File: src/rtl/cnn_pkg.sv
// Shared CNN datapath defaults and a constant-time clog2 helper used for sizing.
package cnn_pkg;

  localparam int CNN_DATA_SIZE = 16;
  localparam int CNN_COLS      = 4;

  function automatic int clog2(input int value);
    int result;
    result = 0;
    for (int i = 0; i < 31; i++) begin
      if ((1 << i) < value) result = i + 1;
    end
    return result;
  endfunction

endpackage

File: src/rtl/skew_delay.sv
// Reset-cleared shift register of STAGES registers; STAGES=0 degenerates to a wire.
module skew_delay #(
  parameter int WIDTH  = 16,
  parameter int STAGES = 1
) (
  input  logic             clk,
  input  logic             reset,
  input  logic [WIDTH-1:0] din,
  output logic [WIDTH-1:0] dout
);

  generate
    if (STAGES == 0) begin : g_wire
      logic unused_clk_reset;
      assign unused_clk_reset = clk ^ reset;
      assign dout = din;
    end else begin : g_shift
      logic [WIDTH-1:0] stage_reg [STAGES];

      always_ff @(posedge clk or negedge reset) begin
        if (!reset) begin
          for (int i = 0; i < STAGES; i++) stage_reg[i] <= '0;
        end else begin
          stage_reg[0] <= din;
          for (int i = 1; i < STAGES; i++) stage_reg[i] <= stage_reg[i-1];
        end
      end

      assign dout = stage_reg[STAGES-1];
    end
  endgenerate

endmodule

File: src/rtl/psum_drain.sv
// Deskews systolic-array bottom-row partial sums into aligned rows and buffers them in a FIFO.
// Optional macro PSUM_DRAIN_RELU_EN clamps negative columns to zero at FIFO write.
module psum_drain
  import cnn_pkg::*;
#(
  parameter int DATA_SIZE = CNN_DATA_SIZE,
  parameter int COLS      = CNN_COLS,
  parameter int DEPTH     = 8
) (
  input  logic                      clk,
  input  logic                      reset,
  input  logic                      in_valid,
  input  logic [COLS*DATA_SIZE-1:0] in_c,
  output logic                      out_valid,
  input  logic                      out_ready,
  output logic [COLS*DATA_SIZE-1:0] out_data,
  output logic [clog2(DEPTH):0]     level,
  output logic                      overflow
);

  localparam int AW    = clog2(DEPTH);
  localparam int LW    = AW + 1;
  localparam int ROW_W = COLS * DATA_SIZE;
  localparam logic [AW:0] FULL_LEVEL = LW'(DEPTH);

  logic [ROW_W-1:0] aligned_row;
  logic [ROW_W-1:0] wr_row;
  logic             aligned_valid;

  // Column j arrives j cycles late, so it is held COLS-1-j cycles to line up with column COLS-1.
  genvar gi;
  generate
    for (gi = 0; gi < COLS; gi++) begin : g_col
      skew_delay #(
        .WIDTH  (DATA_SIZE),
        .STAGES (COLS - 1 - gi)
      ) u_col_delay (
        .clk   (clk),
        .reset (reset),
        .din   (in_c[gi*DATA_SIZE +: DATA_SIZE]),
        .dout  (aligned_row[gi*DATA_SIZE +: DATA_SIZE])
      );
`ifdef PSUM_DRAIN_RELU_EN
      assign wr_row[gi*DATA_SIZE +: DATA_SIZE] =
        aligned_row[gi*DATA_SIZE + DATA_SIZE - 1] ? '0 : aligned_row[gi*DATA_SIZE +: DATA_SIZE];
`else
      assign wr_row[gi*DATA_SIZE +: DATA_SIZE] = aligned_row[gi*DATA_SIZE +: DATA_SIZE];
`endif
    end
  endgenerate

  skew_delay #(
    .WIDTH  (1),
    .STAGES (COLS - 1)
  ) u_valid_delay (
    .clk   (clk),
    .reset (reset),
    .din   (in_valid),
    .dout  (aligned_valid)
  );

  logic [ROW_W-1:0] mem [DEPTH];
  logic [AW-1:0]    wr_ptr_reg, wr_ptr_next;
  logic [AW-1:0]    rd_ptr_reg, rd_ptr_next;
  logic [AW:0]      level_reg, level_next;
  logic             overflow_reg, overflow_next;
  logic [ROW_W-1:0] head_reg;
  logic             full;
  logic             pop;
  logic             do_write;
  logic             head_bypass;

  always_comb begin
    full          = (level_reg == FULL_LEVEL);
    pop           = out_valid && out_ready;
    // A full FIFO still accepts the row when the head leaves in the same cycle.
    do_write      = aligned_valid && (!full || pop);
    wr_ptr_next   = do_write ? wr_ptr_reg + 1'b1 : wr_ptr_reg;
    rd_ptr_next   = pop ? rd_ptr_reg + 1'b1 : rd_ptr_reg;
    overflow_next = overflow_reg || (aligned_valid && full && !pop);
    level_next    = level_reg;
    if (do_write && !pop) begin
      level_next = level_reg + 1'b1;
    end else if (!do_write && pop) begin
      level_next = level_reg - 1'b1;
    end
    head_bypass   = do_write && (wr_ptr_reg == rd_ptr_next);
  end

  always_ff @(posedge clk or negedge reset) begin
    if (!reset) begin
      wr_ptr_reg   <= '0;
      rd_ptr_reg   <= '0;
      level_reg    <= '0;
      overflow_reg <= 1'b0;
    end else begin
      wr_ptr_reg   <= wr_ptr_next;
      rd_ptr_reg   <= rd_ptr_next;
      level_reg    <= level_next;
      overflow_reg <= overflow_next;
    end
  end

  always_ff @(posedge clk) begin
    if (do_write) mem[wr_ptr_reg] <= wr_row;
  end

  // Registered read of the next head; a row landing in the head slot this cycle is forwarded.
  always_ff @(posedge clk or negedge reset) begin
    if (!reset) begin
      head_reg <= '0;
    end else if (level_next == '0) begin
      head_reg <= '0;
    end else if (head_bypass) begin
      head_reg <= wr_row;
    end else begin
      head_reg <= mem[rd_ptr_next];
    end
  end

  assign out_valid = (level_reg != '0);
  assign out_data  = head_reg;
  assign level     = level_reg;
  assign overflow  = overflow_reg;

endmodule

File: config.mk
export PLATFORM = sky130hd
export DESIGN_NAME = psum_drain
export DESIGN_NICKNAME = d
export VERILOG_FILES = /design/src/rtl/cnn_pkg.sv /design/src/rtl/skew_delay.sv /design/src/rtl/psum_drain.sv
export SDC_FILE = /design/constraint.sdc
export NUM_CORES = 1
export LEC_CHECK = 0
export BUFFER_PORTS_ARGS = -buffer_cell sky130_fd_sc_hd__clkbuf_2
export CAP_MARGIN = 40
export CORE_AREA = 2 2 249 251
export CTS_CLUSTER_SIZE = 30
export DETAILED_ROUTE_END_ITERATION = 8
export DIE_AREA = 0 0 251 253
export PLACE_DENSITY = 0.61
export SYNTH_ARGS = -nofsm -noshare
export SYNTH_HDL_FRONTEND = slang
export SYNTH_SLANG_ARGS = --single-unit
File: constraint.sdc
create_clock -name clk -period 11.85 [get_ports clk]
set_clock_uncertainty 0.05 [all_clocks]
set_input_delay 1.7775 -clock clk [delete_from_list [all_inputs] [get_ports clk]]
set_output_delay 1.7775 -clock clk [all_outputs]
set_load 0.02 [all_outputs]
Word level (Yosys, flattened, before mapping)
Memory sizes are Yosys's and may differ from the RTL's.
Index checks and enable logic that the tools add are counted.
{ "op_classes": {"n_addsub": 4, "n_eq_ne": 2, "muxes": 7, "n_reduce_logical": 14} }
{ "ops": {"columns": ["operator", "n"], "rows": [
  ["64-bit two-way mux", 2],
  ["4-bit two-way mux", 2],
  ["1-bit logical AND", 7],
  ["3-bit by 1-bit adder with 3-bit output (second input constant)", 2],
  ["4-bit by 1-bit adder with 4-bit output (second input constant)", 1],
  ["4-bit equality test (second input constant)", 1],
  ["4-bit logical NOT", 1],
  ["4-bit nonzero test", 1],
  ["4-bit by 1-bit subtractor with 4-bit output (second input constant)", 1],
  ["3-bit equality test", 1],
  ["1-bit logical NOT", 3],
  ["3-bit two-way mux", 1],
  ["1-bit logical OR", 2],
  ["1-bit two-way mux", 2]
]} }
{ "word_totals": {"register_bits": 174, "mem_bits_rw": 512, "in_bits": 68, "output_inout_bits": 70, "wordCells": 42, "mem_count": 1} }
{ "mem_list": {"columns": ["name", "depth", "width", "read_ports", "rd_clocked_by_memory_dff", "wr", "line", "source"], "rows": [
  ["mem", 8, 64, 1, 0, 1, "psum_drain.sv:62", "logic [ROW_W-1:0] mem [DEPTH];"]
]} }

Depth between registers and ports, before layout
Gate-level depths: netlist (run 1).
{ "depth": {"ltp_word": 10, "ltp_mapped": 11, "depth_no_buf": 9} }

Cells and area by module
A second synthesis (run 1) with hierarchy kept.
{ "unflattened": {"hier_cells": 1324, "area_unflattened_um2": 25977.4} }
{ "modules_own_cells": {"columns": ["module", "n_inst", "cells_each", "area_per_inst_um2", "seq_area_each_um2"], "rows": [
  ["psum_drain", 1, 1177, 23139.7, 17251.5],
  ["skew_delay (g_col[0].u_col_delay)", 1, 64, 1321.3, 1201.2],
  ["skew_delay (g_col[1].u_col_delay)", 1, 48, 920.9, 800.8],
  ["skew_delay (g_col[2].u_col_delay)", 1, 16, 400.4, 400.4],
  ["skew_delay (g_col[3].u_col_delay)", 1, 16, 120.1, 0.0],
  ["skew_delay (u_valid_delay)", 1, 3, 75.1, 75.1]
]} }

Least setup slack after synthesis (run 1)
Ideal clock, no wire load.
{ "synth_path": {"path_type": "input -> register", "start": "input port out_ready", "end": "memory mem[0][0] in the netlist's numbering, enable pin", "setup_ns": 0.644, "arrival_ns": 8.505, "t_required_ns": 11.156, "path_slack_ns": 2.651, "stages": 5, "n_path_buf": 2, "cell_sequence": "buf_2 -> buf_2 -> nand2b_1 -> o21ai_1 -> nor4_1"} }
{ "synth_via": {"elab_chain_len": 5} }
{ "synth_lines": {"columns": ["item", "line", "source"], "rows": [
  ["start, declared", "psum_drain.sv:15", "input logic out_ready,"],
  ["1-bit logical AND", "psum_drain.sv:75", "pop = out_valid && out_ready;"],
  ["1-bit logical OR", "psum_drain.sv:77", "do_write = aligned_valid && (!full || pop);"],
  ["1-bit logical AND", "psum_drain.sv:77", null],
  ["1-bit two-way mux", "psum_drain.sv:105", "if (do_write) mem[wr_ptr_reg] <= wr_row;"],
  ["1-bit two-way mux (implied by the code)", "psum_drain.sv:105", null],
  ["end, declared", "psum_drain.sv:62", null]
]} }
No other way between the ends.

Worst setup path after layout (run 1)
{ "layout_path": {"start": "input port out_ready", "end": "register head_reg[6] (netlist: out_data[6])"} }
{ "layout_via": {"elab_chain_len": 9, "elab_cells_between_ends": 16, "classes_between": "eq/ne: 1; mux: 5; reduce/logical: 9; memory: 1"} }
{ "layout_lines": {"columns": ["item", "line", "source"], "rows": [
  ["1-bit logical AND *", "psum_drain.sv:75", null],
  ["1-bit logical OR", "psum_drain.sv:77", null],
  ["1-bit logical AND", "psum_drain.sv:77", null],
  ["1-bit logical NOT", "psum_drain.sv:84", "end else if (!do_write && pop) begin"],
  ["1-bit logical AND", "psum_drain.sv:84", null],
  ["4-bit two-way mux", "psum_drain.sv:84", null],
  ["4-bit two-way mux *", "psum_drain.sv:82", "if (do_write && !pop) begin"],
  ["named net level_next[3]", "psum_drain.sv:65", "logic [AW:0] level_reg, level_next;"],
  ["4-bit logical NOT *", "psum_drain.sv:112", "end else if (level_next == '0) begin"],
  ["64-bit two-way mux *", "psum_drain.sv:112", null],
  ["end signal, assigned", "psum_drain.sv:115", "head_reg <= wr_row;"],
  ["end signal, assigned", "psum_drain.sv:117", "head_reg <= mem[rd_ptr_next];"],
  ["end, declared", "psum_drain.sv:67", "logic [ROW_W-1:0] head_reg;"]
]} }
The timed path passes the listed nets; every way through them passes the cells marked *.
A chain may end at the register's enable or synchronous reset.

==> results of run 1 <==
==> power by group through the flow <==
| stage | Clock (mW) | Combinational (mW) | Sequential (mW) |
|---|---|---|---|
| floorplan | 0 | 1.92 | 3.39 |
| finish | 2.21 | 3.09 | 3.26 |
| CTS | 2.26 | 3.10 | 3.27 |
| global route | 2.35 | 3.33 | 3.30 |
| global placement | 0 | 2.94 | 3.30 |
| detailed placement | 0 | 3.09 | 3.31 |
==> cell usage after synthesis (all sizes together), types with 2 or more instances <==
| library cell | number | area share (%) |
|---|---|---|
| edfxtp | 512 | 57 |
| dfrtp | 174 | 16 |
| a211oi | 128 | 3.6 |
| mux2i | 127 | 4.7 |
| clkbuf | 106 | 1.5 |
| nor2 | 72 | 1.0 |
| a21oi | 67 | 1.2 |
| o211ai | 66 | 1.8 |
| o221ai | 65 | 2.1 |
| a2111oi | 63 | 2.0 |
| a22o | 63 | 2.0 |
| a2bb2oi | 63 | 2.0 |
| o31ai | 63 | 1.7 |
| buf | 45 | 0.88 |
| nand2 | 11 | 0.15 |
| nor3 | 8 | 0.15 |
| nand2b | 6 | 0.14 |
| o21ai | 6 | 0.11 |
| xnor2 | 6 | 0.19 |
| inv | 5 | 0.069 |
| ha | 4 | 0.19 |
| nor2b | 4 | 0.093 |
| a21o | 2 | 0.056 |
| mux2 | 2 | 0.083 |
| nand3b | 2 | 0.056 |
| nor3b | 2 | 0.097 |
| nor4 | 2 | 0.10 |
| o21a | 2 | 0.056 |
| or2 | 2 | 0.046 |
| or3 | 2 | 0.046 |
| or4 | 2 | 0.056 |
==> through the flow <==
step	power (mW)	worst slack, ns
floorplan	5.31	2.65
global placement	6.24	5.69
detailed placement	6.40	5.64
CTS	8.63	6.26
global route	8.98	5.99
finish	8.56	6.24
==> cells by family (layout without fill, tap and decap cells) <==
logic type	after synthesis	after routing	share of synthesized area [%]
buffers and inverters	156	315	2.42
AOI/OAI and AO/OA	599	599	17.2
muxes	129	129	4.79
DFF	686	686	73.0
adders and majority gates	4	4	0.185
and+or+nand+nor	121	121	2.18
xor gates and xnor gates	6	6	0.194
==> worst max path at each step <==
stage / to / slack [ns] / cells past startpoint
finish: out_data[6]$_DFF_PN0_ / 6.24 / 9
global route: mem[3][31]$_DFFE_PP_ / 5.99 / 8
CTS: mem[3][31]$_DFFE_PP_ / 6.26 / 8
detailed placement: mem[3][31]$_DFFE_PP_ / 5.64 / 8
global placement: mem[7][31]$_DFFE_PP_ / 5.69 / 8
floorplan: mem[0][0]$_DFFE_PP_ / 2.65 / 5
==> cell type report <==
type                            count  area [um^2]  area share, %
Multi-Input combinational cell    859         6780           21.8
Sequential cell                   686        19700           63.4
Tap cell                          790          988           3.18
Clock inverter                     33          324           1.04
Timing Repair Buffer              179         1280           4.11
Clock buffer                       98         1990           6.40
Inverter                            5         21.3         0.0684
==> metal layers <==
metal / global-route usage (%) / wire length (um)
met5: 0 / 0
met4: 7.41 / 1670
met3: 3.50 / 4500
met2: 35.5 / 33100
met1: 29.7 / 29300
==> placed cells by master, fill, tap and decap left out, types with 6 or more instances in the layout <==
cell type / count
nand2_1: 11
o31ai_1: 63
a211oi_1: 128
o221ai_1: 64
clkinv_2: 17
a22o_1: 63
clkbuf_2: 135
clkbuf_8: 6
xnor2_1: 6
buf_16: 12
mux2i_1: 127
a21oi_1: 66
a2111oi_0: 63
nor2_1: 67
buf_4: 29
clkbuf_1: 19
o211ai_1: 66
clkbuf_16: 74
edfxtp_1: 512
a2bb2oi_1: 63
dfrtp_1: 173
==> critical path: stages <==
cell,delay (ns)
buf_4,0.63
buf_4,0.81
or4b_1,0.52
or3_1,0.36
a22oi_4,0.20
nor4_4,0.10
nor2_4,0.57
buf_4,0.73
a22o_1,0.24
==> results.txt, run 1 <==
outcome: complete, no violations
Logic pwr share: 36.0%
synthesized instance count: 1,701
Tcrit/Tclk final: 47.3%
dpl cells: 2,519
gpl congestion: 0.752
GRT Total Usage: 21.7%
Worst-Skew Late Latency: 0.61 ns
DRC viols: 0
total iterations of the first detailed-routing run: 5
Fmax: 178 MHz
ratio of cells with drive above 1 in the final layout: 17.0%
hold crit path type: reg2reg
Mean Syn Cell Area: 15.9 um^2
Required @ worst endpoint: 12.33 ns
antenna viol nets, final: 0
Finished Cell Area: 31,100 um^2
Clock Power Share: 25.8%
Yosys warnings: 0
Net Switching: 3.11 mW
Max-slew headroom: 35.6%
Startpoint Class: primary input
Filler cells: 4,974
worst hold start: g_col[0].u_col_delay.g_shift.stage_reg[36]$_DFF_PN0_
Netlist cell types: 57
number of synthesized flops with an enable pin: 512
Power Density: 275 nW/um^2
reg2reg end: out_data[40]$_DFF_PN0_
Final Hold Fails: 0
vias in the first global route: 16,947
ys flop type: edfxtp_1
sequential share of power: 38.1%
DR WL/cell: 25.9 um
via density per instance: 6.21
antenna violations before repair: 0
Post-Syn Nets: 1,773
Max Root-Sink Buffers: 3
Reg2Reg Setup Slack: 6.69 ns
LEAKAGE: 11.0 nW
Setup TNS Final: 0 ns
largest register by flop count: mem
vias post-DR: 16,466
DP Area: 28,800 um^2
max reg flops: 512
Critical Path Start: out_ready
Worst-path clk slew: 0.06 ns
Max IR drop VDD: 0.236 mV
# setup viols final: 0
Worst Max-Slew Pin Slew: 0.967 ns
final-report max-slew violation count: 0
worst r2r src: level[1]$_DFF_PN0_
hold buffers post-CTS: 0
initial core utilization: 44.3%
# H-tree levels: 3
first-pass GRT wire length: 104 mm
clock sinks: 686
minimum hold slack: 0.296 ns
area growth from synthesis to layout: 15.1%
Critical Path Fanout Max: 79
CTS buffer count: 72
Hold EP: g_col[0].u_col_delay.g_shift.stage_reg[20]$_DFF_PN0_
synthesized cell area: 27,000 um^2
IO Count: 138
row cnt: 91
clock root buffer: clkbuf_16
DRT Wirelength: 68.5 mm
Post-Layout Cell Count: 2,650
DIE WIDTH: 251 um
P_int: 5.45 mW
kind of critical path: in2reg
HPWL Detailed: 35.3 mm
chip height: 253 um
CTS tree: done
Seq cells post-synth: 686
Arrival @ worst endpoint: 6.09 ns
Max Cap Viol: 0
PortBufs: 137
Sw Ratio: 36.3%
Setup Buffers After CTS: 0
hold path cells: 0
Critical Path Sink Type: flip-flop
n_diodes: 0
RSZ-0062 raised after global routing: no
post_cts resized: 0
share of the yosys chip area belonging to registers: 73.0%
GRT overflow: 0
Util after Layout: 51.0%
core area: 61,000 um^2
nets: 1,875
post-route minimum period: 5.61 ns
ys async rst share: 25.4%
worst r2r path cells: 11
DR iter-0 viols: 1,411
Die ar.: 63,500 um^2
largest net degree at the start of global routing: 130
Power figures use the tool's default switching activity.
==> run 2, diff against run 1 <==
==> constraint.sdc (replaced) <==
create_clock -name clk -period 5.6 [get_ports clk]
set_clock_uncertainty 0.05 [all_clocks]
set_input_delay 0.84 -clock clk [delete_from_list [all_inputs] [get_ports clk]]
set_output_delay 0.84 -clock clk [all_outputs]
set_load 0.02 [all_outputs]
==> run 2 against run 1 <==
Against the previous run: via count rose by 0.68%; global-route usage grew 0.19 points; hold slack lost 0.039 ns; register-to-register slack got worse by 5.3 ns; non-clock buffer count fell by 3; first-iteration DRC count increased by 10%; final cell count about the same; largest power group unchanged.
==> results.txt, run 2 (synthesis gave the netlist of run 1 again) <==
Critical Path Fanout Max: 63 (-20%)
GRT Total Usage: 21.9% (+0.19 points)
row cnt: 91 (unchanged)
LEAKAGE: 10.9 nW (-0.25%)
Power Density: 583 nW/um^2 (+110%)
# H-tree levels: 3 (unchanged)
hold crit path type: in2async
nets: 1,872 (-0.16%)
Max-slew headroom: 35.1% (-0.43 points)
most frequent cells in the layout: edfxtp_1, dfrtp_1, clkbuf_2
DR WL/cell: 26.1 um (+0.89%)
Final Power: 18.1 mW (+110%)
# setup viols final: 0 (unchanged)
n_diodes: 0 (unchanged)
commonest non-fill, non-tap cell in the layout: edfxtp_1
vias in the first global route: 17,056 (+0.64%)
Critical Path Sink Type: flip-flop
CTS buffer count: 72 (unchanged)
worst r2r src: level[1]$_DFF_PN0_
DRC viols: 0 (unchanged)
DIE WIDTH: 251 um (unchanged)
dpl cells: 2,516 (-0.12%)
IO Count: 138 (unchanged)
GRT overflow: 0 (unchanged)
minimum hold slack: 0.257 ns (-0.0390 ns)
Worst-Skew Late Latency: 0.61 ns (about the same)
kind of critical path: reg2reg
Startpoint Class: flip-flop
chip height: 253 um (unchanged)
initial core utilization: 44.3% (unchanged)
CTS tree: done
clock sinks: 686 (unchanged)
Reg2Reg Setup Slack: 1.41 ns (-5.28 ns)
vias post-DR: 16,578 (+0.68%)
Setup Buffers After CTS: 0 (unchanged)
Arrival @ worst endpoint: 4.68 ns (-1.41 ns)
Required @ worst endpoint: 6.08 ns (-6.25 ns)
PortBufs: 137 (unchanged)
outcome: complete, no violations
post-route minimum period: 4.19 ns
Post-Layout Cell Count: 2,648 (-0.075%)
core area: 61,000 um^2 (unchanged)
largest net degree at the start of global routing: 130 (unchanged)
final-report max-slew violation count: 0 (unchanged)
Max Cap Viol: 0 (unchanged)
Max IR drop VDD: 0.521 mV (+120%)
Final Hold Fails: 0 (unchanged)
Fmax: 238 MHz
antenna viol nets, final: 0 (unchanged)
antenna violations before repair: 0 (unchanged)
via density per instance: 6.26 (+0.76%)
reg2reg end: out_data[4]$_DFF_PN0_
area growth from synthesis to layout: 14.9%
worst r2r path cells: 10 (-1)
ratio of cells with drive above 1 in the final layout: 16.9% (-0.14 points)
Worst Max-Slew Pin Slew: 0.973 ns (+0.00651 ns)
RSZ-0062 raised after global routing: no
Max Root-Sink Buffers: 3 (unchanged)
Worst-path clk slew: 0.06 ns (about the same)
DRT Wirelength: 69.1 mm (+0.82%)
max reg flops: 512 (unchanged)
Tcrit/Tclk final: 74.9%
largest register by flop count: mem
hold buffers post-CTS: 0 (unchanged)
Util after Layout: 50.9% (-0.074 points)
Filler cells: 4,983 (+0.18%)
Die ar.: 63,500 um^2 (unchanged)
HPWL Detailed: 35.4 mm (+0.27%)
DR iter-0 viols: 1,554 (+10%)
gpl congestion: 0.776 (+3.1%)
post_cts resized: 0 (unchanged)
clock root buffer: clkbuf_16
first-pass GRT wire length: 105 mm (+0.93%)
total iterations of the first detailed-routing run: 5 (unchanged)
==> run 2: worst max path at each step <==
stage | from | endpoint | depth (start not counted)
after floorplan | out_ready | mem[2][0]$_DFFE_PP_ | 5
after global placement | level[1]$_DFF_PN0_ | out_data[16]$_DFF_PN0_ | 10
after detailed placement | level[1]$_DFF_PN0_ | out_data[9]$_DFF_PN0_ | 10
after CTS | level[1]$_DFF_PN0_ | out_data[4]$_DFF_PN0_ | 10
after global routing | level[1]$_DFF_PN0_ | out_data[4]$_DFF_PN0_ | 10
final | level[1]$_DFF_PN0_ | out_data[4]$_DFF_PN0_ | 10
==> run 2: routing by layer <==
layer | GRT usage, % | routed length, um | vias to the layer above
met2 | 34.5 | 32600 | 575
li1 | - | - | 7216
met1 | 30.8 | 30500 | 8657
met3 | 4.02 | 4390 | 130
met4 | 7.36 | 1670 | 0
met5 | 0 | 0 | -
==> run 2: where the power goes <==
group,switching [mW],leakage [nW],internal (mW),total (mW)
Sequential,0.491,6.69,6.42,6.92
Clock,1.95,1.15,2.75,4.70
Combinational,4.17,3.08,2.34,6.51
Total,6.61,10.9,11.5,18.1
==> run 2: worst max-delay path, stage by stage, from the launching register on <==
cell,delay (ns)
dfrtp_1,0.49
inv_1,0.10
ha_1,0.28
nor3b_4,0.59
inv_4,0.43
a21boi_1,0.49
o21a_1,0.18
o211ai_1,0.19
nor2_4,0.69
buf_12,0.38
a22o_1,0.20
==> run 2: area by class of cell <==
class | instances | area [um^2] | area share, %
timing repair buffer | 176 | 1210 | 3.90
clock buffer | 95 | 1990 | 6.41
sequential | 686 | 19700 | 63.5
tap | 790 | 988 | 3.18
multi-input combinational | 859 | 6790 | 21.9
clock inverter | 37 | 330 | 1.06
inverter | 5 | 21.3 | 0.0685
==> run 2: per-stage QoR <==
| stage | worst slack (ns) | setup TNS, ns | cell area (um^2) |
|---|---|---|---|
| floorplan | -0.934 | -179.40 | 27000 |
| global placement | 1.71 | 0 | 28600 |
| detailed placement | 1.50 | 0 | 28700 |
| CTS | 1.47 | 0 | 31100 |
| global route | 1.16 | 0 | 31100 |
| finish | 1.41 | 0 | 31100 |
